**src/rtl/addsub_serial_pkg.sv**
```systemverilog
// addsub_serial_pkg: shared FSM state encoding and counter width helper
package addsub_serial_pkg;
  typedef enum logic [1:0] {IDLE = 2'd0, ADD = 2'd1, DONE = 2'd2} state_t;
  function automatic int cnt_w(input int n);
    int w;
    w = 1;
    while ((1 << w) < n) w++;
    return w;
  endfunction
endpackage

```
**src/rtl/addsub_serial_if.sv**
```systemverilog
// addsub_serial_if: start/ack handshake, operands and result of the serial adder-subtractor
interface addsub_serial_if #(parameter int WIDTH = 8);
  logic             en, sub, ack, busy, done, cout, ovf;
  logic [WIDTH-1:0] a, b, out;
  modport master (output en, sub, a, b, ack, input busy, done, out, cout, ovf);
  modport slave  (input en, sub, a, b, ack, output busy, done, out, cout, ovf);
endinterface

```
**src/rtl/addsub_digit.sv**
```systemverilog
// addsub_digit: DIGIT-bit adder slice with carry out and carry into its MSB
module addsub_digit #(parameter int DIGIT = 1) (
  input  logic [DIGIT-1:0] a,
  input  logic [DIGIT-1:0] b,
  input  logic             cin,
  output logic [DIGIT-1:0] sum,
  output logic             cout,
  output logic             c_msb
);
  assign {cout, sum} = {1'b0, a} + {1'b0, b} + {{DIGIT{1'b0}}, cin};
  assign c_msb = sum[DIGIT-1] ^ a[DIGIT-1] ^ b[DIGIT-1];
endmodule

```
**src/rtl/addsub_serial.sv**
```systemverilog
// addsub_serial: digit-serial adder/subtractor, WIDTH/DIGIT cycles per operation, result held until ack
module addsub_serial import addsub_serial_pkg::*; #(
  parameter int WIDTH = 8,
  parameter int DIGIT = 1
) (
  input logic           clk,
  input logic           rst,
  addsub_serial_if.slave bus
);
  localparam int N  = WIDTH / DIGIT;
  localparam int CW = cnt_w(N);
  state_t           state_q, state_d;
  logic [WIDTH-1:0] a_q, a_d, b_q, b_d, out_q, out_d;
  logic [CW-1:0]    cnt_q, cnt_d;
  logic             carry_q, carry_d, cout_q, cout_d, ovf_q, ovf_d;
  logic [DIGIT-1:0] dsum;
  logic             dco, dcm, start, step, last;
  addsub_digit #(.DIGIT(DIGIT)) u_digit (
    .a(a_q[DIGIT-1:0]), .b(b_q[DIGIT-1:0]), .cin(carry_q),
    .sum(dsum), .cout(dco), .c_msb(dcm)
  );
  always_comb begin
    start   = state_q == IDLE && bus.en;
    step    = state_q == ADD;
    last    = step && cnt_q == CW'(N - 1);
    state_d = state_q == IDLE ? (bus.en ? ADD : IDLE) :
              state_q == ADD  ? (last ? DONE : ADD) :
              state_q == DONE ? (bus.ack ? IDLE : DONE) : IDLE;
    a_d     = start ? bus.a : step ? a_q >> DIGIT : a_q;
    b_d     = start ? (bus.sub ? ~bus.b : bus.b) : step ? b_q >> DIGIT : b_q;
    carry_d = start ? bus.sub : step ? dco : carry_q;
    cnt_d   = start ? '0 : step ? cnt_q + CW'(1) : cnt_q;
    // result fills from the top, so after N digits the LSB digit sits at bit 0
    out_d   = start ? '0 : step ? WIDTH'({dsum, out_q} >> DIGIT) : out_q;
    cout_d  = last ? dco : cout_q;
    ovf_d   = last ? dcm ^ dco : ovf_q;
  end
  always_ff @(posedge clk or negedge rst)
    if (!rst) begin
      state_q <= IDLE;
      a_q     <= '0;
      b_q     <= '0;
      out_q   <= '0;
      cnt_q   <= '0;
      carry_q <= 1'b0;
      cout_q  <= 1'b0;
      ovf_q   <= 1'b0;
    end else begin
      state_q <= state_d;
      a_q     <= a_d;
      b_q     <= b_d;
      out_q   <= out_d;
      cnt_q   <= cnt_d;
      carry_q <= carry_d;
      cout_q  <= cout_d;
      ovf_q   <= ovf_d;
    end
  assign bus.busy = state_q == ADD;
  assign bus.done = state_q == DONE;
  assign bus.out  = out_q;
  assign bus.cout = cout_q;
  assign bus.ovf  = ovf_q;
endmodule

```
**src/flat_wrapper.sv**
```systemverilog
// flat-port wrapper written by rule: the top's interface ports become plain ports
module addsub_serial_flat import addsub_serial_pkg::*;
#(
  parameter int WIDTH = 8,
  parameter int DIGIT = 1
)
  (clk, rst, bus_en, bus_sub, bus_a, bus_b, bus_ack, bus_busy, bus_done, bus_out, bus_cout, bus_ovf);
  addsub_serial_if #(.WIDTH(WIDTH)) bus_i ();
  input logic clk;
  input logic rst;
  input wire logic [$bits(bus_i.en)-1:0] bus_en;
  input wire logic [$bits(bus_i.sub)-1:0] bus_sub;
  input wire logic [$bits(bus_i.a)-1:0] bus_a;
  input wire logic [$bits(bus_i.b)-1:0] bus_b;
  input wire logic [$bits(bus_i.ack)-1:0] bus_ack;
  output wire logic [$bits(bus_i.busy)-1:0] bus_busy;
  output wire logic [$bits(bus_i.done)-1:0] bus_done;
  output wire logic [$bits(bus_i.out)-1:0] bus_out;
  output wire logic [$bits(bus_i.cout)-1:0] bus_cout;
  output wire logic [$bits(bus_i.ovf)-1:0] bus_ovf;
  assign bus_i.en = bus_en;
  assign bus_i.sub = bus_sub;
  assign bus_i.a = bus_a;
  assign bus_i.b = bus_b;
  assign bus_i.ack = bus_ack;
  assign bus_busy = bus_i.busy;
  assign bus_done = bus_i.done;
  assign bus_out = bus_i.out;
  assign bus_cout = bus_i.cout;
  assign bus_ovf = bus_i.ovf;
  addsub_serial #(.WIDTH(WIDTH), .DIGIT(DIGIT)) u_core (.clk(clk), .rst(rst), .bus(bus_i));
endmodule
```
**config.mk**
```make
export PLATFORM = sky130hd
export DESIGN_NAME = addsub_serial_flat
export DESIGN_NICKNAME = d
export VERILOG_FILES = /design/src/rtl/addsub_serial_pkg.sv /design/src/rtl/addsub_serial_if.sv /design/src/rtl/addsub_digit.sv /design/src/rtl/addsub_serial.sv /design/src/flat_wrapper.sv
export SDC_FILE = /design/constraint.sdc
export NUM_CORES = 1
export LEC_CHECK = 0
export CELL_PAD_IN_SITES_DETAIL_PLACEMENT = 1
export CELL_PAD_IN_SITES_GLOBAL_PLACEMENT = 1
export CORE_ASPECT_RATIO = 1.1
export CORE_MARGIN = 1.5
export CORE_UTILIZATION = 42
export CTS_BUF_LIST = sky130_fd_sc_hd__clkbuf_4 sky130_fd_sc_hd__clkbuf_8
export DETAILED_ROUTE_END_ITERATION = 6
export PLACE_DENSITY_LB_ADDON = 0.1
export SYNTH_ARGS = -nofsm -noshare
export SYNTH_HDL_FRONTEND = slang
export SYNTH_SLANG_ARGS = --single-unit
```
**constraint.sdc**
```tcl
create_clock -name clk -period 2.3 [get_ports clk]
set_input_delay 0.46 -clock clk [delete_from_list [all_inputs] [get_ports clk]]
set_output_delay 0.46 -clock clk [all_outputs]
set_load 0.01 [all_outputs]
```
; Yosys cells after proc, flatten, opt, wreduce, memory -nomap -nowiden
; Index checks and enable logic that the tools add are counted.
[word_totals]
ff_bits = 32
in_bits = 21
out_inout_bits = 12
wordCells = 39
[classes]
addsub = 3
n_eq_ne = 3
n_mux = 17
n_bitwise = 4
n_reduce_logical = 4
[ops]
columns = cell, n
row1 = 8-bit 2-to-1 mux, 7
row2 = 2-bit 2-to-1 mux, 5
row3 = 8-bit NOT, 1
row4 = 3-bit 2-to-1 mux, 2
row5 = 3-bit by 1-bit adder with 3-bit output (second input constant), 1
row6 = 3-bit == test (second input constant), 1
row7 = 1-bit 2-to-1 mux, 3
row8 = 1-bit bitwise XOR, 3
row9 = 1-bit by 1-bit adder with 2-bit output, 1
row10 = 2-bit by 1-bit adder with 2-bit output, 1
row11 = 2-bit by 1-bit == test with 1-bit output (second input constant), 1
row12 = 2-bit == test (second input constant), 1
row13 = 1-bit logical AND, 2
row14 = 2-bit logical NOT, 1
row15 = 2-bit nonzero test, 1

; Longest topological paths before layout
; Gate-level depths: netlist of run 1.
[depth]
depth_word = 5
mapped_depth = 6
mapped_depth_nobuf = 5

; Cells and area by module
; Synthesis of run 1 repeated with hierarchy kept, for this count alone.
[unflattened]
cells_unflattened = 138
area_unflattened_um2 = 1619.1
[modules_own_cells]
columns = module, n_inst, cells_per_inst, area_per_inst_um2, seq_area_each_um2
row1 = addsub_serial, 1, 136, 1575.3, 800.8
row2 = addsub_digit, 1, 2, 43.8, 0.0

; Worst setup path before layout of run 1
; Ideal clock, no wire load.
[synth_path]
kind = register -> output
from = register u_core.state_q[1]
to = output port bus_busy
arrival_time_ns = 0.946
t_required_ns = 1.840
path_slack_ns = 0.894
stages_incl_launch_ff = 5
path_buffers = 2
path_cell_list = dfrtp_1 > nand2b_1 > buf_4 > inv_2 > buf_2
[synth_via]
elab_chain_len = 1
[synth_rtl]
columns = item, line
row1 = "start, declared", addsub_serial.sv:12  ; state_t state_q, state_d;
row2 = "start signal, assigned", addsub_serial.sv:49  ; state_q <= state_d;
row3 = 2-bit by 1-bit == test with 1-bit output, addsub_serial.sv:58  ; assign bus.busy = state_q == ADD;
row4 = "end, declared", flat_wrapper.sv:16  ; output wire logic [$bits(bus_i.busy)-1:0] bus_busy;
; No other way between the ends.

; Worst setup path after layout of run 1
[layout_path]
from = register u_core.state_q[0]
to = output port bus_done
[layout_via]
elab_chain_len = 1
[layout_rtl]
columns = item, line
row1 = 2-bit == test, addsub_serial.sv:59  ; assign bus.done = state_q == DONE;
row2 = "end, declared", flat_wrapper.sv:17  ; output wire logic [$bits(bus_i.done)-1:0] bus_done;
; No other way between the ends.

==> impl_results.md, run 1 <==
* Outcome: complete, no violations
* Crit-path max FO at 6
* PD cells at 1254 nW/µm²
* Worst rel slew slack at 63.06%
* Mean post-synth cell area at 9.314 µm²
* Flops & latches, synth at 32
* Vias/cell at 5.054
* Clock Sinks at 32
* Sw Pwr at 0.0009296 W
* Crit end category: output port
* Yosys warnings at 0
* Die height at 65.47 µm
* PortBufs at 32
* Resized cells post-CTS at 0
* Synth top area cells: dfrtp_1 (54%), nand2_1 (12%), a31oi_1 (4.6%)
* I/O Pins at 33
* Via count at 1,223
* Htree depth at 2
* Buf/Inv on CP at 1
* Wire length of the first global-routing pass at 5940 µm
* Final Cycle Share at 88.22%
* Design Power at 0.002377 W
* DP Wirelength at 2349 µm
* Drt initial violations at 51
* Die W at 59.80 µm
* Post-CTS Hold Fix Bufs at 0
* Max cap viols at 0
* Type of the worst min-delay path: flop to flop
* Worst path max stage delay at 0.57 ns
* Final-report setup violation count at 0
* Crit path max-delay family: buffers and inverters
* Period minus WS final at 2.029 ns
* Sw frac at 39.10%
* Setup TNS at 0 ns
* CP Class: flop to output port
* Initial Util at 44.37%
* Pin count of the biggest net entering global routing at 39
* Synth-to-layout area growth at 27.20%
* CP arrival at 1.57 ns
* CTS tree: done
* Syn Inst Count at 160
* Worst vdd ir at 554.7 µV
* Initial DRT Pass Iterations at 4
* CP Cell Sequence: nor2b_1 > clkdlybuf4s50_1
* Post-synth top cells: nand2_1 (48), dfrtp_1 (32), nor2_1 (14)
* # fillers at 404
* Clock slew seen by the registers of the worst setup and hold paths at 0.10 ns
* Setup Fix Bufs, Post-CTS at 0
* Cell Rows at 22
* Clock Skews at 0.008126 ns
* Syn Std Cell Area at 1490 µm²
* WHS Path Cells at 2
* R2r worst-path depth at 4
* Max-slew violation count at 0
* Leak at 0.8757 nW
* Post-synth top flop: dfrtp_1
* Final ANT Viol Nets at 0
* Core Region at 3358 µm²
* CTS Buf Count at 5
* Top-area cell type share of the netlist area at 53.74%
* Syn_nets at 184
* WL final at 3542 µm
* Nets@finish at 217
* Post-synth ARST share at 100.0%
* Placer Congestion at 0.7271
* Top-count cell post-synth: nand2_1
* Worst setup SP type: flop
* Least-Margin Pin Slew at 0.5529 ns
* Die Area at 3915 µm²
* Distinct cells, synth at 23
* Clock Latency Late Sink at 0.33 ns
* Yosys top cell by area: dfrtp_1
* FMAX at 0.4928 GHz
* Combinational share of power at 43.4%
* Final hold vios at 0
* Ant diodes at 0
* Clock share of power at 15.4%
* Seq pwr share at 41.3%
* RSZ-0062 raised after global routing: no
* Register area share after synthesis at 53.74%
* Critical path depth at 2
* Worst path required time at 1.84 ns
* Fraction of layout instances using a drive strength above 1 at 6.701%
* Clock Path Buffers at 2
* GRT Overall Usage at 20.57%
* Pint at 0.001448 W
* Clk root buf: clkbuf_4
* EDFF count, synth at 0
* Routed length per placed instance at 14.64 µm
* Initial antenna violation count at 0
* Overflow after GRT at 0
* Critical-path top delay cell: clkdlybuf4s50_1
* Vias in the first global route at 1,244
* Remaining DRCs at 0
## kinds of logic after synthesis
kind of cell             after synthesis  synth area share [%]
AND/OR/NAND/NOR                       80                 22.50
buffers and inverters                 14                 5.793
adder cells (fa/ha/maj)                3                 3.022
AO/OA/AOI/OAI                         22                 9.657
XOR/XNOR                               9                 5.290
flip-flops                            32                 53.74
## routing by layer
metal  share of wire [%]  up-vias  global-route usage (%)
met3                 3.8        6                   5.512
met4                 1.4        0                   6.389
met2                  49       27                   32.47
met5                   0        -                       0
met1                  46      599                   27.33
li1                    -      591                       -
## layout by cell type (no fill, tap or decap), drive strengths merged
cell type and count:
a221o 3, a22oi 1, a31oi 11, buf 4, clkbuf 8, clkdlybuf4s50 32
dfrtp 32, fa 1, ha 2, inv 4, nand2 48, nand2b 2
nand3 12, nand3b 1, nor2 14, nor2b 1, nor3b 1, o21ai 6
o21bai 1, or3b 1, xnor2 3, xor2 6
## power by group through the flow
stage | clock [W] | combinational [W] | sequential [W]
finish | 0.000365 | 0.00103 | 0.000981
global route | 0.000400 | 0.00118 | 0.00101
CTS | 0.000378 | 0.00105 | 0.000984
detailed placement | 0 | 0.00104 | 0.000992
global placement | 0 | 0.000985 | 0.000970
floorplan | 0 | 0.000664 | 0.000978
## state kept, by name, indices dropped and copies added (netlist names)
signal and cells:
u_core.state_q 2, u_core.b_q 8, u_core.carry_q 1, u_core.cnt_q 3, u_core.a_q 8, u_core.bus.ovf 1
u_core.bus.out 8, u_core.bus.cout 1
## layout make-up
class	count	area, µm²	area share [%]
Timing Repair Buffer	36	350.3	18.48
Multi-Input combinational cell	114	603.1	31.82
Tap cell	48	60.06	3.168
Clock buffer	8	66.31	3.498
Inverter	4	15.01	0.7921
Sequential cell	32	800.8	42.24
## worst register-to-register path: cells and delay by family (launching register included)
kind	cells	cell delay, ns
flops	1	0.45
buf+inv	1	0.26
simple gates	2	0.54
compound gates	1	0.14
## stage by stage
stage                     setup slack, ns  utilization, %  instance area (µm²)  cells  hold WS (ns)
after detailed placement           0.3621           54.47                 1829    234        0.4798
after global placement             0.4325           54.47                 1829    234        0.4660
after floorplan                    0.8939               -                 1490    160        0.1644
after global routing               0.1830           56.45                 1896    242        0.5269
final                              0.2709           56.45                 1896    242        0.4891
after CTS                          0.2445           56.45                 1896    242        0.5019
## worst paths after layout
kind / slack (ns) / start / end
worst max-delay path: 0.27 / u_core.state_q[0] / bus_done
worst min-delay path: 0.49 / u_core.bus.ovf / u_core.bus.ovf
worst max register to register: 0.85 / u_core.state_q[0] / u_core.b_q[5]
worst min register to register: 0.49 / u_core.bus.ovf / u_core.bus.ovf
max in group asynchronous: 1.48 / rst / u_core.state_q[1]
min in group asynchronous: 0.53 / rst / u_core.cnt_q[0]
(Power assumes the default switching activity.)
==> run 2, diff against run 1 <==
- CORE_UTILIZATION: 42 -> 52
- DONT_BUFFER_PORTS: default -> 1
==> impl_results.md, run 2 (synthesis gave the netlist of run 1 again) <==
* Setup Fix Bufs, Post-CTS at 0 (unchanged)
* Setup TNS at 0 ns (unchanged)
* R2r worst-path depth at 4 (unchanged)
* Vias in the first global route at 1,121 (-9.9%)
* Fraction of layout instances using a drive strength above 1 at 7.407% (+0.71 points)
* GRT Overall Usage at 23.14% (+2.6 points)
* WL final at 3150 µm (-11%)
* CP Cell Sequence: nand2b_1 > inv_2
* Buf/Inv on CP at 1 (unchanged)
* Via count at 1,100 (-10%)
* Die height at 59.15 µm (-9.7%)
* Remaining DRCs at 0 (unchanged)
* CTS Buf Count at 5 (unchanged)
* Initial antenna violation count at 0 (unchanged)
* Least-Margin Pin Slew at 0.6248 ns (+0.07199 ns)
* Most common cell after layout, fill and taps aside: nand2_1
* Worst path required time at 1.84 ns (about the same)
* WHS Path Cells at 2 (unchanged)
* Flop2flop setup slack at 0.54 ns (-0.31 ns)
* Reg area at 800.8 µm² (unchanged)
* Worst rel slew slack at 58.34% (-4.7 points)
* Leak at 0.7595 nW (-13%)
* Critical-path top delay cell: dfrtp_1
* Highest-count cells in the layout ignoring fill and taps: nand2_1 (48), dfrtp_1 (32), nor2_1 (14)
* Design Power at 0.002232 W (-6.1%)
* Worst path max stage delay at 0.43 ns (-0.14 ns)
* Worst Setup SP: u_core.state_q[1]
* Final-report setup violation count at 0 (unchanged)
* Final ANT Viol Nets at 0 (unchanged)
* Initial Util at 54.14% (+9.8 points)
* Final core occ at 57.59% (+1.1 points)
* Clock slew seen by the registers of the worst setup and hold paths at 0.10 ns (about the same)
* Ant diodes at 0 (unchanged)
* CP arrival at 1.32 ns (-0.25 ns)
* Place WS at 0.5575 ns (+0.1954 ns)
* I/O Pins at 33 (unchanged)
* Crit path max-delay family: flip-flops
* Pin count of the biggest net entering global routing at 33 (-15%)
* Dpl cells at 185 (-21%)
* Die W at 54.04 µm (-9.6%)
* Reg2Reg Capture Point: u_core.a_q[2]
* Overflow after GRT at 0 (unchanged)
* Worst vdd ir at 615.5 µV (+11%)
* Placer Congestion at 0.7198 (-1.0%)
* Final hold vios at 0 (unchanged)
* Clock Path Buffers at 2 (unchanged)
* CTS tree: done
* Area of the multi-input gates at 603.1 µm² (unchanged)
* Cell Rows at 20 (-9.1%)
* Max-slew violation count at 0 (unchanged)
* PD cells at 1408 nW/µm² (+12%)
* DP Wirelength at 2007 µm (-15%)
* # fillers at 334 (-17%)
* Crit Reg-Reg Startpoint: u_core.state_q[0]
* Clock Skews at 0.01732 ns (+0.009197 ns)
* Core Region at 2753 µm² (-18%)
* Routed length per placed instance at 16.15 µm (+10%)
* Hold Path End: u_core.a_q[0]
* Type of the worst min-delay path: input pin to flop
* Crit end category: output port
* Max cap viols at 0 (unchanged)
* Final Cycle Share at 77.25% (-11 points)
* Vias/cell at 5.641 (+12%)
* Hold Crit Start: bus_a[0]
* Synth-to-layout area growth at 6.381%
* Initial DRT Pass Iterations at 4 (unchanged)
* Wire length of the first global-routing pass at 5057 µm (-15%)
* Clock Sinks at 32 (unchanged)
* FMAX at 0.5628 GHz (+14%)
* Die Area at 3196 µm² (-18%)
* Htree depth at 2 (unchanged)
* RSZ-0062 raised after global routing: no
* Period minus WS final at 1.777 ns (-0.2523 ns)
* Clock Latency Late Sink at 0.35 ns (+0.02 ns)
* Crit-path max FO at 24 (+18)
* Worst setup margin at 0.5232 ns (+0.2523 ns)
* Nets@finish at 185 (-15%)
* CP Class: flop to output port
* Drt initial violations at 22 (-57%)
* Clk root buf: clkbuf_4
* Worst setup SP type: flop
* PortBufs at 0 (-100%)
* Outcome: complete, no violations
* Finished Layout Cells at 195 (-19%)
-- run 2: worst register-to-register path: cells and delay by family, from the launching register on --
kind / cells / cell delay [ns]
AO/OA/AOI/OAI: 1 / 0.06
buffers and inverters: 1 / 0.33
flip-flops: 1 / 0.44
AND/OR/NAND/NOR: 2 / 0.79
-- run 2: worst max path at each step --
stage | slack [ns] | cells past startpoint | endpoint
after floorplan | 0.89 | 4 | bus_busy
after global placement | 0.63 | 4 | u_core.bus.out[7]
after detailed placement | 0.56 | 4 | u_core.a_q[2]
after CTS | 0.49 | 2 | bus_busy
after global routing | 0.44 | 2 | bus_busy
final | 0.52 | 2 | bus_busy
-- run 2: cell type report --
type                    instances  share of cell area [%]
flip-flops and latches         32                   50.51
multi-input cells             114                   38.04
repair buffers                  4                   2.841
clock inverters                 3                   2.684
well taps                      33                   2.605
clock buffers                   5                   2.368
inverters                       4                  0.9471
-- run 2: routing by layer --
layer	part of all wire, %	GRT usage [%]
met2	48	34.49
met3	4.1	6.061
met4	2.6	15.00
met1	45	29.51
met5	0	0
-- run 2: stage by stage --
step / cell area, µm² / hold WS, ns
detailed placement: 1475 / 0.1651
global placement: 1475 / 0.1651
finish: 1585 / 0.2378
global route: 1585 / 0.2360
floorplan: 1490 / 0.1644
CTS: 1585 / 0.2278
-- run 2: where the power goes --
| part | total (W) | switching [W] | leakage (nW) | internal, W |
|---|---|---|---|---|
| Sequential | 0.00101 | 0.000193 | 0.401 | 0.000816 |
| Clock | 0.000435 | 0.000209 | 0.0412 | 0.000226 |
| Combinational | 0.000787 | 0.000495 | 0.317 | 0.000292 |
| Total | 0.00223 | 0.000897 | 0.760 | 0.00133 |
-- run 2: what timing repair did --
action                                 4_1_cts  5_1_grt
gates resized for setup                      0        0
hold buffers                                 2        0
endpoints found under the hold margin       32        0
